**config.mk**
```make
export PLATFORM = sky130hd
export DESIGN_NAME = rs_ap_ctrl_relay_pipeline
export DESIGN_NICKNAME = d
export VERILOG_FILES = /design/src/rtl/rs_ap_ctrl_relay_pipeline.sv
export SDC_FILE = /design/constraint.sdc
export NUM_CORES = 1
export LEC_CHECK = 0
export ABC_AREA = 1
export BUFFER_PORTS_ARGS = -buffer_cell sky130_fd_sc_hd__buf_2
export CORE_MARGIN = 3
export CORE_UTILIZATION = 38
export CTS_BUF_LIST = sky130_fd_sc_hd__clkbuf_16
export CTS_CLUSTER_DIAMETER = 80
export DETAILED_ROUTE_END_ITERATION = 8
export GPL_TIMING_DRIVEN = 0
export PLACE_DENSITY_LB_ADDON = 0.3
export SLEW_MARGIN = 30
export SYNTH_ARGS = -nofsm -noshare
export SYNTH_HDL_FRONTEND = slang
export SYNTH_SLANG_ARGS = --single-unit
```
**constraint.sdc**
```tcl
create_clock -name clk -period 6.8 [get_ports clk]
set_input_delay 0.34 -clock clk [delete_from_list [all_inputs] [get_ports clk]]
set_output_delay 0.34 -clock clk [all_outputs]
set_load 0.01 [all_outputs]
```
**src/rtl/rs_ap_ctrl_relay_pipeline.sv**
```systemverilog
// rs_ap_ctrl_relay_pipeline
//   Relays an ap_ctrl (ap_start/ap_ready) handshake plus its argument
//   payload through LEVEL registered stages. Each stage is a 2-entry
//   in-order buffer whose ready output is a flop. This allows full
//   throughput while breaking the ready path between stages. After reset
//   a grace counter holds off both handshake sides for GRACE_PERIOD cycles.
// Ports:
//   clk        - single clock for all stages
//   reset      - asynchronous reset, active low
//   in_start   - upstream ap_start (valid)
//   in_args    - payload qualified by in_start
//   in_ready   - upstream ap_ready
//   out_start  - ap_start to the kernel
//   out_args   - payload qualified by out_start
//   out_ready  - ap_ready from the kernel
//   inflight   - number of tokens held in the pipeline (0..2*LEVEL)
//   grace_busy - high while the post-reset grace counter is nonzero
module rs_ap_ctrl_relay_pipeline #(
  parameter int unsigned LEVEL        = 6,
  parameter int unsigned DATA_WIDTH   = 32,
  parameter int unsigned GRACE_PERIOD = 2 * LEVEL
) (
  input  logic                             clk,
  input  logic                             reset,
  input  logic                             in_start,
  input  logic [DATA_WIDTH-1:0]            in_args,
  output logic                             in_ready,
  output logic                             out_start,
  output logic [DATA_WIDTH-1:0]            out_args,
  input  logic                             out_ready,
  output logic [$clog2(2*LEVEL+1)-1:0]     inflight,
  output logic                             grace_busy
);

  localparam int unsigned IW = $clog2(2 * LEVEL + 1);
  localparam int unsigned GW = (GRACE_PERIOD > 0) ? $clog2(GRACE_PERIOD + 1) : 1;
  localparam logic [GW-1:0] GRACE_INIT = GW'(GRACE_PERIOD);

  // Per-stage state: occupancy, oldest (head) and second (tail) entries,
  // and the registered ready flag.
  logic [1:0]            cnt_q  [LEVEL];
  logic [1:0]            cnt_d  [LEVEL];
  logic [DATA_WIDTH-1:0] head_q [LEVEL];
  logic [DATA_WIDTH-1:0] head_d [LEVEL];
  logic [DATA_WIDTH-1:0] tail_q [LEVEL];
  logic [DATA_WIDTH-1:0] tail_d [LEVEL];
  logic [LEVEL-1:0]      rdy_q;
  logic [LEVEL-1:0]      rdy_d;
  logic [IW-1:0]         inflight_q;
  logic [IW-1:0]         inflight_d;
  logic [GW-1:0]         grace_q;
  logic [GW-1:0]         grace_d;

  // Inter-stage wiring
  logic [LEVEL-1:0]      stg_valid;
  logic [LEVEL-1:0]      up_valid;
  logic [LEVEL-1:0]      dn_ready;
  logic [DATA_WIDTH-1:0] up_data [LEVEL];
  logic [LEVEL-1:0]      push;
  logic [LEVEL-1:0]      pop;
  logic                  in_hs;
  logic                  out_hs;

  always_comb begin
    grace_busy = (grace_q != '0);

    for (int unsigned i = 0; i < LEVEL; i++) begin
      stg_valid[i] = (cnt_q[i] != 2'd0);
    end

    in_ready  = rdy_q[0] & ~grace_busy;
    out_start = stg_valid[LEVEL-1] & ~grace_busy;
    out_args  = head_q[LEVEL-1];
    inflight  = inflight_q;
    in_hs     = in_start & in_ready;
    out_hs    = out_start & out_ready;

    // Stage 0 is fed by the upstream port, each later stage by its
    // predecessor's head entry; the last stage sees out_ready masked by grace.
    up_valid[0] = in_start & ~grace_busy;
    up_data[0]  = in_args;
    for (int unsigned i = 1; i < LEVEL; i++) begin
      up_valid[i] = stg_valid[i-1];
      up_data[i]  = head_q[i-1];
    end
    dn_ready[LEVEL-1] = out_ready & ~grace_busy;
    for (int unsigned i = 0; i + 1 < LEVEL; i++) begin
      dn_ready[i] = rdy_q[i+1];
    end

    for (int unsigned i = 0; i < LEVEL; i++) begin
      push[i]   = up_valid[i] & rdy_q[i];
      pop[i]    = stg_valid[i] & dn_ready[i];
      cnt_d[i]  = cnt_q[i];
      head_d[i] = head_q[i];
      tail_d[i] = tail_q[i];
      unique case ({push[i], pop[i]})
        2'b10: begin
          if (cnt_q[i] == 2'd0) head_d[i] = up_data[i];
          else                  tail_d[i] = up_data[i];
          cnt_d[i] = cnt_q[i] + 2'd1;
        end
        2'b01: begin
          head_d[i] = tail_q[i];
          cnt_d[i]  = cnt_q[i] - 2'd1;
        end
        2'b11: begin
          // Occupancy unchanged: the incoming entry lands behind whatever
          // remains after the head leaves.
          if (cnt_q[i] == 2'd1) begin
            head_d[i] = up_data[i];
          end else begin
            head_d[i] = tail_q[i];
            tail_d[i] = up_data[i];
          end
        end
        default: ;
      endcase
      rdy_d[i] = (cnt_d[i] < 2'd2);
    end

    inflight_d = inflight_q;
    unique case ({in_hs, out_hs})
      2'b10:   inflight_d = inflight_q + IW'(1);
      2'b01:   inflight_d = inflight_q - IW'(1);
      default: ;
    endcase

    grace_d = grace_busy ? grace_q - GW'(1) : grace_q;
  end

  always_ff @(posedge clk or negedge reset) begin
    if (!reset) begin
      for (int unsigned i = 0; i < LEVEL; i++) begin
        cnt_q[i]  <= '0;
        head_q[i] <= '0;
        tail_q[i] <= '0;
      end
      rdy_q      <= '0;
      inflight_q <= '0;
      grace_q    <= GRACE_INIT;
    end else begin
      for (int unsigned i = 0; i < LEVEL; i++) begin
        cnt_q[i]  <= cnt_d[i];
        head_q[i] <= head_d[i];
        tail_q[i] <= tail_d[i];
      end
      rdy_q      <= rdy_d;
      inflight_q <= inflight_d;
      grace_q    <= grace_d;
    end
  end

endmodule

```
==> results.toml <==
[floorplan]
die_height_um = 227
ios = 75
die-width_um = 227
start_util_pct = 38.7
dieArea_sq_um = 51500
rows = 80
core_area_sq_um = 47900

[timing]
final-max-slew-violation-count = 0
tns_ns = 0
worstMarginPinSlew_ns = 0.631
fin_crit_sh_pct = 46.0
fin_ws_ns = 3.67
period_minus_slack_ns = 3.13
finClkSkew_ns = 0.00700
max-slew-margin-rel_pct = 58.0
fmax_mhz = 319
rsz0062_at_grt = "false"
hold_viol_final = 0
setup_violations = 0

[synth]
postSynthNetCount = 2227
synth_area_leaders = "dfrtp_1 55%, o21ai_0 12%, nand2_1 9.4%, inv_1 7.1%, nand3_1 3.5%"
synth_edf_count = 0
synth_seq_area_share_pct = 55.3
yosysMostFrequentCell = "nand2_1"
synth.top_cell.area_share_pct = 55.0
synth_area_leader_cell = "dfrtp_1"
syn_avg_cell_area_sq_um = 8.60
ys_async_sr_fraction_pct = 100
synthTopCellsByCount = "463 x nand2_1, 436 x o21ai_0, 408 x dfrtp_1"
syn_inst = 2156
synth.distinct_cells = 32
ys_warn_count = 0
ys.flop_type = "dfrtp_1"
synth_area_sq_um = 18500
ys_seq_elements = 410

[pwr]
vdd_drop_max_uv = 247
power.switching_mw = 4.60
p_comb_share_pct = 44.7
swShare_pct = 42.3
power.leakage_nw = 10.1
power.internal_mw = 6.27
p_seq_share_pct = 34.7
p_clk_share_pct = 20.6
pwr_density_cell_nw_per_um2 = 513

[min_path]
hp-class = "input pin to flop"
hp-start = "in_args[17]"

[clocking]
cts_resized = 0
clock_sinks = 410
clockBufferDepth = 3
clkTransAtPathRegs_ns = 0.06
insertion_delay_ns = 0.54
cts.root.buffer_cell = "clkbuf_16"
htree_num_levels = 2
cts_tree = "built"
cts_buffers = 44

[setup_path]
cp-end-kind = "flop"
crit_arrival_ns = 3.56
crit_top_cell = "inv_1"
required_ns = 7.23
reg2reg_from = "grace_q[0]"
cp-start-kind = "flop"
critPathKind = "flop to flop"
crit_chain = "inv_1 > ha_1 > inv_1 > nor3_4 > inv_4 > nor2_4 > nand2_4 > buf_6 > inv_1 > ha_1 > inv_1 > o21ai_1 > clkbuf_1 > o22ai_1 > nand2_1 > nand2_1"
slowest_delay_ns = 0.40
cp-startpoint = "grace_q[0]"
cp_max_fo = 10
critPathSlowestCell = "clkbuf_1"

[grt]
grt_pass1_wl_um = 65300
grt_use_total_pct = 15.0
use_met2_pct = 25.3
grt-ovfl-total = 0
top_usage_layer = "met2"
antenna_found_initial = 0
use_met3_pct = 1.95
met1_usage_pct = 20.2
grt_pass1_vias = 13700
grt_max_degree = 88

[layout]
drive_gt1_share_pct = 10.2
nNetsFinal = 2352
antenna_cells = 0
stdcell_count = 2929
area_growth_syn_to_layout_pct = 14.1
utilization_pct = 44.1

[drt]
antenna_left = 0
drc = 0
post_drt_via_cell_ratio = 4.70
wl_per_cell_um = 12.8
drt_wl_total_um = 37600
firstDrtPassIters = 5
dr_total_vias = 13800
drt_iter0_drc = 886

[run_status]
outcome = "completed"

[job]
maxCapViolations = 0

[placed_design]
port_buffers = 74
dpl_worst_slack_ns = 3.66
dp.cells = 2849
gp_congestion = 0.804
dp_hpwl_um = 26800
==> power groups by stage <==
| stage | Clock [mW] | Sequential [mW] | Combinational [mW] |
|---|---|---|---|
| 2_1_floorplan | 0 | 3.73 | 3.60 |
| 3_3_place_gp | 0 | 3.78 | 4.77 |
| 3_5_place_dp | 0 | 3.81 | 4.88 |
| 4_1_cts | 2.31 | 3.77 | 4.92 |
| 5_1_grt | 2.41 | 3.88 | 5.62 |
| 6_report | 2.24 | 3.77 | 4.86 |
==> what timing repair did <==
| item | in CTS | in global routing |
|---|---|---|
| endpoints found under the hold margin | 71 | 0 |
| hold buffers | 1 | 0 |
| buffers inserted | 0 | 0 |
==> worst max-delay path, delay by kind of cell, from the launching register on <==
family / cells / cell delay [ns]
buf+inv: 7 / 1.04
compound gates: 2 / 0.54
fa+ha+maj: 2 / 0.36
simple gates: 5 / 0.72
flops: 1 / 0.36
==> cell type report <==
cell class | count | area (sq um)
multi-input combinational | 1240 | 6150
clock buffer | 45 | 1130
sequential | 410 | 10300
timing repair buffer | 79 | 500
clock inverter | 34 | 221
fill | 4707 | 26800
buffer | 154 | 813
inverter | 352 | 1320
tap | 615 | 769
==> per-layer routing <==
layer  share of wire, %  vias to the layer above
li1                   -                     7154
met1                 48                     6329
met2                 46                      210
met3                2.9                       62
met4                2.6                        0
met5                  0                        -
==> path summary, 6_finish.rpt <==
path / to / slack, ns / cells after the start
setup / recovery: out_args[4] / 3.67 / 16
hold / removal: tail_q[177] / 0.06 / 3
setup reg to reg: out_args[4] / 3.67 / 16
hold reg to reg: tail_q[125] / 0.48 / 2
max in group asynchronous: tail_q[172] / 5.14 / 4
min in group asynchronous: out_args[28] / 0.38 / 2
==> stage by stage <==
| step | instance area [sq um] | power, mW | hold WS, ns |
|---|---|---|---|
| 2_1_floorplan | 18500 | 7.33 | 0.0444 |
| 3_3_place_gp | 19700 | 8.54 | 0.465 |
| 3_5_place_dp | 19800 | 8.69 | 0.363 |
| 4_1_cts | 21200 | 11.0 | 0.0368 |
| 5_1_grt | 21200 | 11.9 | 0.0540 |
| 6_report | 21200 | 10.9 | 0.0610 |
==> kinds of logic (layout without fill, tap and decap cells) <==
group | after synthesis | after routing | share of synthesized area, %
AOI/OAI and AO/OA | 588 | 588 | 16.9
xor gates and xnor gates | 5 | 5 | 0.236
adders and majority gates | 35 | 35 | 2.36
buffers and inverters | 506 | 664 | 11.5
DFF | 410 | 410 | 55.3
and+or+nand+nor | 612 | 612 | 13.7
==> placed cells by master (no fill, tap or decap), types with 2 or more instances in the layout <==
| cell | n |
|---|---|
| nand2_2 | 2 |
| o211ai_1 | 12 |
| o21ai_2 | 2 |
| o22ai_1 | 96 |
| a22o_1 | 2 |
| buf_2 | 111 |
| buf_4 | 35 |
| nand3_1 | 131 |
| inv_2 | 2 |
| nand2_4 | 2 |
| dfrtp_1 | 408 |
| xor2_1 | 2 |
| bufinv_16 | 3 |
| buf_1 | 14 |
| a21oi_1 | 6 |
| clkbuf_16 | 45 |
| o21ai_0 | 436 |
| o21ai_1 | 31 |
| nand2_1 | 463 |
| nor2_4 | 3 |
| inv_1 | 357 |
| nor2_1 | 7 |
| clkbuf_1 | 61 |
| buf_6 | 3 |
| buf_16 | 4 |
| dfstp_2 | 2 |
| clkinv_2 | 9 |
| buf_8 | 4 |
| xnor2_1 | 3 |
| o211ai_2 | 3 |
| clkinv_1 | 13 |
| ha_1 | 35 |
==> registers in the layout (all words and copies together), names as in the netlist <==
signal,cells
tail_q,192
out_args,32
inflight,4
rdy_q,6
grace_q,4
cnt_q,12
head_q,160
No activity file was read; power rests on OpenSTA's default activity.
